==> src/rtl/ibex_mem_responder_if.sv <==
// Core-side instruction and data request/response bus seen by the memory responder.
// The core (master) drives requests; the responder (slave) drives grants and responses.
interface ibex_mem_responder_if;
    logic        instr_req_i;
    logic [31:0] instr_addr_i;
    logic        instr_gnt_o;
    logic        instr_rvalid_o;
    logic [31:0] instr_rdata_o;
    logic        instr_err_o;

    logic        data_req_i;
    logic        data_we_i;
    logic [3:0]  data_be_i;
    logic [31:0] data_addr_i;
    logic [31:0] data_wdata_i;
    logic        data_gnt_o;
    logic        data_rvalid_o;
    logic [31:0] data_rdata_o;
    logic        data_err_o;

    modport master (
        output instr_req_i, instr_addr_i,
        output data_req_i, data_we_i, data_be_i, data_addr_i, data_wdata_i,
        input  instr_gnt_o, instr_rvalid_o, instr_rdata_o, instr_err_o,
        input  data_gnt_o, data_rvalid_o, data_rdata_o, data_err_o
    );

    modport slave (
        input  instr_req_i, instr_addr_i,
        input  data_req_i, data_we_i, data_be_i, data_addr_i, data_wdata_i,
        output instr_gnt_o, instr_rvalid_o, instr_rdata_o, instr_err_o,
        output data_gnt_o, data_rvalid_o, data_rdata_o, data_err_o
    );
endinterface

==> src/rtl/ibex_mem_responder.sv <==
// Arbitrates Ibex instruction/data ports onto one RAM port, flags out-of-range accesses as errors.
// Latency: grant combinational in the request cycle, response exactly one cycle after grant.
// Backpressure: none; one grant per cycle, the losing port keeps requesting until granted.
module ibex_mem_responder #(
    parameter int unsigned DEPTH     = 16384,
    parameter logic [31:0] BASE_ADDR = 32'h0000_0000
) (
    input  logic                 clk,
    input  logic                 reset,
    ibex_mem_responder_if.slave  bus,
    output logic                 mem_req_o,
    output logic                 mem_we_o,
    output logic [3:0]           mem_be_o,
    output logic [31:0]          mem_addr_o,
    output logic [31:0]          mem_wdata_o,
    input  logic                 mem_rvalid_i,
    input  logic [31:0]          mem_rdata_i,
    output logic [15:0]          err_count_o
);

    typedef enum logic {
        PORT_INSTR = 1'b0,
        PORT_DATA  = 1'b1
    } port_e;

    // 34 bits so a RAM covering the whole 4 GiB space cannot wrap the limit
    localparam logic [33:0] SPAN = 34'(DEPTH) << 2;

    function automatic logic in_range(input logic [31:0] addr);
        logic [33:0] off;
        off = {2'b00, addr} - {2'b00, BASE_ADDR};
        return (addr >= BASE_ADDR) && (off < SPAN);
    endfunction

    port_e       last_q, last_d;
    logic        slot_vld_q, slot_vld_d;
    port_e       slot_port_q, slot_port_d;
    logic        slot_err_q, slot_err_d;
    logic [15:0] err_count_q, err_count_d;

    logic        contested;
    logic        gnt_instr, gnt_data, gnt_any;
    logic [31:0] sel_addr;
    logic        sel_in_range;
    logic        rsp_ok, rsp_err;

    always_comb begin
        contested = reset && bus.instr_req_i && bus.data_req_i;
        // on contention the port that lost the previous contest wins
        gnt_data  = reset && bus.data_req_i && (!bus.instr_req_i || last_q == PORT_INSTR);
        gnt_instr = reset && bus.instr_req_i && !gnt_data;
        gnt_any   = gnt_instr || gnt_data;

        sel_addr     = gnt_data ? bus.data_addr_i : bus.instr_addr_i;
        sel_in_range = in_range(sel_addr);

        mem_req_o   = gnt_any && sel_in_range;
        mem_addr_o  = 32'h0;
        mem_we_o    = 1'b0;
        mem_be_o    = 4'h0;
        mem_wdata_o = 32'h0;
        if (mem_req_o) begin
            mem_addr_o = sel_addr - BASE_ADDR;
            if (gnt_data) begin
                mem_we_o    = bus.data_we_i;
                mem_be_o    = bus.data_be_i;
                mem_wdata_o = bus.data_wdata_i;
            end else begin
                mem_be_o    = 4'hF;
            end
        end

        bus.instr_gnt_o = gnt_instr;
        bus.data_gnt_o  = gnt_data;
    end

    always_comb begin
        rsp_ok  = reset && slot_vld_q && !slot_err_q && mem_rvalid_i;
        rsp_err = reset && slot_vld_q && slot_err_q;

        bus.instr_rvalid_o = 1'b0;
        bus.instr_err_o    = 1'b0;
        bus.instr_rdata_o  = 32'h0;
        bus.data_rvalid_o  = 1'b0;
        bus.data_err_o     = 1'b0;
        bus.data_rdata_o   = 32'h0;
        if (slot_port_q == PORT_DATA) begin
            bus.data_rvalid_o = rsp_ok || rsp_err;
            bus.data_err_o    = rsp_err;
            bus.data_rdata_o  = rsp_ok ? mem_rdata_i : 32'h0;
        end else begin
            bus.instr_rvalid_o = rsp_ok || rsp_err;
            bus.instr_err_o    = rsp_err;
            bus.instr_rdata_o  = rsp_ok ? mem_rdata_i : 32'h0;
        end
    end

    always_comb begin
        last_d      = last_q;
        slot_vld_d  = gnt_any;
        slot_port_d = gnt_data ? PORT_DATA : PORT_INSTR;
        slot_err_d  = gnt_any && !sel_in_range;
        err_count_d = err_count_q;
        if (contested) begin
            last_d = gnt_data ? PORT_DATA : PORT_INSTR;
        end
        if (rsp_err && err_count_q != 16'hFFFF) begin
            err_count_d = err_count_q + 16'd1;
        end
    end

    always_ff @(posedge clk) begin
        if (!reset) begin
            last_q      <= PORT_INSTR;
            slot_vld_q  <= 1'b0;
            slot_port_q <= PORT_INSTR;
            slot_err_q  <= 1'b0;
            err_count_q <= 16'h0;
        end else begin
            last_q      <= last_d;
            slot_vld_q  <= slot_vld_d;
            slot_port_q <= slot_port_d;
            slot_err_q  <= slot_err_d;
            err_count_q <= err_count_d;
        end
    end

    assign err_count_o = err_count_q;

endmodule

==> src/flat_wrapper.sv <==
// flat-port wrapper written by rule: the top's interface ports become plain ports
module ibex_mem_responder_flat 
#(
    parameter int unsigned DEPTH     = 16384,
    parameter logic [31:0] BASE_ADDR = 32'h0000_0000
)
  (clk, reset, mem_req_o, mem_we_o, mem_be_o, mem_addr_o, mem_wdata_o, mem_rvalid_i, mem_rdata_i, err_count_o, bus_instr_req_i, bus_instr_addr_i, bus_data_req_i, bus_data_we_i, bus_data_be_i, bus_data_addr_i, bus_data_wdata_i, bus_instr_gnt_o, bus_instr_rvalid_o, bus_instr_rdata_o, bus_instr_err_o, bus_data_gnt_o, bus_data_rvalid_o, bus_data_rdata_o, bus_data_err_o);
  ibex_mem_responder_if bus_i ();
  input  logic clk;
  input  logic reset;
  output logic mem_req_o;
  output logic mem_we_o;
  output logic [3:0] mem_be_o;
  output logic [31:0] mem_addr_o;
  output logic [31:0] mem_wdata_o;
  input  logic mem_rvalid_i;
  input  logic [31:0] mem_rdata_i;
  output logic [15:0] err_count_o;
  input wire logic [$bits(bus_i.instr_req_i)-1:0] bus_instr_req_i;
  input wire logic [$bits(bus_i.instr_addr_i)-1:0] bus_instr_addr_i;
  input wire logic [$bits(bus_i.data_req_i)-1:0] bus_data_req_i;
  input wire logic [$bits(bus_i.data_we_i)-1:0] bus_data_we_i;
  input wire logic [$bits(bus_i.data_be_i)-1:0] bus_data_be_i;
  input wire logic [$bits(bus_i.data_addr_i)-1:0] bus_data_addr_i;
  input wire logic [$bits(bus_i.data_wdata_i)-1:0] bus_data_wdata_i;
  output wire logic [$bits(bus_i.instr_gnt_o)-1:0] bus_instr_gnt_o;
  output wire logic [$bits(bus_i.instr_rvalid_o)-1:0] bus_instr_rvalid_o;
  output wire logic [$bits(bus_i.instr_rdata_o)-1:0] bus_instr_rdata_o;
  output wire logic [$bits(bus_i.instr_err_o)-1:0] bus_instr_err_o;
  output wire logic [$bits(bus_i.data_gnt_o)-1:0] bus_data_gnt_o;
  output wire logic [$bits(bus_i.data_rvalid_o)-1:0] bus_data_rvalid_o;
  output wire logic [$bits(bus_i.data_rdata_o)-1:0] bus_data_rdata_o;
  output wire logic [$bits(bus_i.data_err_o)-1:0] bus_data_err_o;
  assign bus_i.instr_req_i = bus_instr_req_i;
  assign bus_i.instr_addr_i = bus_instr_addr_i;
  assign bus_i.data_req_i = bus_data_req_i;
  assign bus_i.data_we_i = bus_data_we_i;
  assign bus_i.data_be_i = bus_data_be_i;
  assign bus_i.data_addr_i = bus_data_addr_i;
  assign bus_i.data_wdata_i = bus_data_wdata_i;
  assign bus_instr_gnt_o = bus_i.instr_gnt_o;
  assign bus_instr_rvalid_o = bus_i.instr_rvalid_o;
  assign bus_instr_rdata_o = bus_i.instr_rdata_o;
  assign bus_instr_err_o = bus_i.instr_err_o;
  assign bus_data_gnt_o = bus_i.data_gnt_o;
  assign bus_data_rvalid_o = bus_i.data_rvalid_o;
  assign bus_data_rdata_o = bus_i.data_rdata_o;
  assign bus_data_err_o = bus_i.data_err_o;
  ibex_mem_responder #(.DEPTH(DEPTH), .BASE_ADDR(BASE_ADDR)) u_core (.clk(clk), .reset(reset), .bus(bus_i), .mem_req_o(mem_req_o), .mem_we_o(mem_we_o), .mem_be_o(mem_be_o), .mem_addr_o(mem_addr_o), .mem_wdata_o(mem_wdata_o), .mem_rvalid_i(mem_rvalid_i), .mem_rdata_i(mem_rdata_i), .err_count_o(err_count_o));
endmodule
==> config.mk <==
export PLATFORM = sky130hd
export DESIGN_NAME = ibex_mem_responder_flat
export DESIGN_NICKNAME = d
export VERILOG_FILES = /design/src/rtl/ibex_mem_responder_if.sv /design/src/rtl/ibex_mem_responder.sv /design/src/flat_wrapper.sv
export SDC_FILE = /design/constraint.sdc
export NUM_CORES = 1
export LEC_CHECK = 0
export BUFFER_PORTS_ARGS = -buffer_cell sky130_fd_sc_hd__buf_2
export CORE_AREA = 4 4 112 114
export CTS_CLUSTER_DIAMETER = 30
export DETAILED_ROUTE_END_ITERATION = 6
export DIE_AREA = 0 0 116 118
export PLACE_DENSITY_LB_ADDON = 0.12
export SKIP_CTS_REPAIR_TIMING = 1
export SLEW_MARGIN = 25
export SYNTH_ARGS = -nofsm -noshare
export SYNTH_HDL_FRONTEND = slang
export SYNTH_SLANG_ARGS = --single-unit
==> constraint.sdc <==
create_clock -name clk -period 2.67 [get_ports clk]
set_input_delay 0.267 -clock clk [delete_from_list [all_inputs] [get_ports clk]]
set_output_delay 0.267 -clock clk [all_outputs]
set_load 0.01 [all_outputs]
==> metrics <==
outcome=completed; routability cong.=0.825; Peak VDD IR=0.184 mV; Net Sw Power=0.210 mW; Post-Syn Instances=300; initial core utilization=19.4%; Max Fclk=484 MHz; WHS Path Cells=4; Max Slew Vio Count=0; clock buffer depth=2; Most common cell on crit path=buf_2; Ports=294; clk sink count=20; max-cap viol count=0; Crit Path Category=in2out; register share of total power=37.8%; Synth top area share=28.0%; clock insertion delay at the later pin of the skew report=0.25 ns; final worst path period share=77.3%; worst hold endpoint=u_core.last_q; ys async rst share=0%; H-tree Lvls=1; Yosys reg bits=20; DRC=0; origin of the worst min-delay path=bus_data_req_i; Placed Cells=704; Worst EP arrival=1.80 ns; Layout area overhead=67.5%; slowest CP cell=and4bb_2; post-DP HPWL=8470 um; Worst Hold Class=in2reg; Pwr Density=222 nW/um^2; setup TNS=0 ns; first-pass GRT wire length=14500 um; synthesized area=2210 um^2; CP required=2.40 ns; Final Instance Area=3700 um^2; Routed Antenna Nets=0; die width=116 um; worst reg2reg setup slack=1.02 ns; slowest stage delay, CP=0.64 ns; Comb power frac=25.5%; largest net degree at the start of global routing=34; Finished Layout Cells=707; Post-synth EDFFs=0; Port Buf Inserts=277; vias post-DR=2956; vias in the first global route=2878; layout cells sized above 1=52.0%; die extent in y=118 um; clock share of power=36.7%; core area=11400 um^2; min Tclk post-route=2.06 ns; Internal Power=0.611 mW; DR vias/cell=4.18; dpl cell area=3630 um^2; total congestion overflow=0; FF-to-FF Start=u_core.err_count_o[0]; Pleak=2.27 nW; die area=13700 um^2; starting DRC count in detailed routing=57; # fillers=1255; RSZ-0062 raised after global routing=no; number of buffers created by CTS=3; initial antenna violation count=0; largest cells by area after synthesis=and2_1 28%, dfxtp_1 18%, mux2i_1 10%, buf_4 5.4%, nor3_1 5.2%; GRT Resource Usage Total=12.8%; Netlist cell types=38; critical-path cell list=buf_2, nand3_1, and4bb_2, and2_1, buf_2; Net Sw Frac=25.5%; Final Hold Viols=0; largest area contributor in the netlist=and2_1; crit-path max FO=33; yosys warns=0; CTS tree=yes; terminus of the critical flop-to-flop path=u_core.err_count_o[10]; Critical Path End Type=output port; register area share after synthesis=18.1%; WL/cell=13.7 um; Cell Rows=39; Setup Skew=0.00123 ns; root buf cell=clkbuf_16; Hold WS=0.356 ns; Synth Flop Type=dfxtp_1; # nets final=705; clk slew on worst S/H paths=0.05 ns; diode count=0; Setup violations, final=0; drt first pass iters=4; Mapped Avg Cell Area=7.37 um^2; startpoint type of the worst setup path=input pin; Worst R2R Path Depth=5; Routed Wire Length=9660 um
-- routing by layer --
layer | part of all wire [%] | up-vias | track usage, %
met4 | 0.86 | 0 | 2.32
met2 | 55 | 156 | 26.2
li1 | - | 1528 | -
met3 | 10 | 6 | 2.57
met1 | 34 | 1266 | 13.0
met5 | 0 | - | 0
-- cells in the mapped netlist (3+ instances only) --
cell      instances
and2_1           99
and4_1            3
and4_4            3
buf_4            16
buf_6             5
clkbuf_1         10
clkbuf_2          3
dfxtp_1          20
inv_1             5
mux2i_1          23
nand2_1          17
nand2b_1          3
nand3_1           6
nand4_1           9
nor2_1           13
nor3_1           23
nor4_1            8
o211ai_1          4
o21ai_0           3
-- through the flow --
step	power [mW]	utilization [%]	setup WS (ns)
after floorplan	0.415	-	0.975
after global placement	0.527	31.8	0.576
after detailed placement	0.530	31.8	0.525
after CTS	0.836	32.4	0.530
after global routing	0.879	32.4	0.332
final	0.821	32.4	0.605
-- critical path: cells and delay by family --
| family | cells | cell delay, ns |
|---|---|---|
| and+or+nand+nor | 3 | 1.04 |
| buffers and inverters | 2 | 0.47 |
-- final cells by class --
type                    count  area, um^2  share of cell area, %
flip-flops and latches     20         400                   10.8
well taps                 143         179                   4.83
clock buffers               3        75.1                   2.03
repair buffers            281        1420                   38.2
multi-input cells         255        1620                   43.6
inverters                   5        18.8                  0.507
-- layout by cell type (no fill, tap or decap), types with 2 or more instances in the layout --
cell         n
a21oi_1      2
and2_1      99
and3_1       2
and3_2       2
and4_1       3
and4_4       3
buf_2      277
buf_4        4
clkbuf_16    3
conb_1      16
dfxtp_1     20
inv_1        5
mux2i_1     23
nand2_1     17
nand2b_1     3
nand3_1      6
nand4_1      9
nor2_1      13
nor3_1      23
nor4_1       8
o211ai_1     4
o21ai_0      3
o311ai_0     2
o31ai_1      2
o41ai_1      2
or3_1        2
xor2_1       2
-- cell families (layout without fill, tap and decap cells) --
group,Yosys count,count (layout),share of synthesized area [%]
AND/OR/NAND/NOR,194,194,52.1
buffers and inverters,40,289,11.4
multiplexers,24,24,11.1
flip-flops,20,20,18.1
AO/OA/AOI/OAI,18,18,5.77
XOR/XNOR,2,2,0.792
adder cells (fa/ha/maj),1,1,0.566
other,1,16,0.170
-- registers in the layout, indices dropped and copies added (netlist names) --
register	cells
u_core.err_count_o	16
u_core.last_q	1
u_core.slot_err_q	1
u_core.slot_port_q	1
u_core.slot_vld_q	1
-- power by group through the flow --
stage               registers, mW  clock network, mW  logic, mW
finish                      0.310              0.301      0.209
detailed placement          0.317                  0      0.213
floorplan                   0.316                  0     0.0991
global placement            0.317                  0      0.210
global route                0.311              0.330      0.237
CTS                         0.310              0.312      0.213
-- how the worst max path moves through the flow --
stage | from | endpoint
6_report | reset | mem_wdata_o[31]
4_1_cts | reset | mem_wdata_o[31]
2_1_floorplan | bus_data_addr_i[27] | mem_addr_o[0]
3_3_place_gp | reset | mem_wdata_o[18]
3_5_place_dp | reset | mem_wdata_o[31]
5_1_grt | reset | mem_wdata_o[1]
Note: power is estimated with default switching activity, not from simulation.
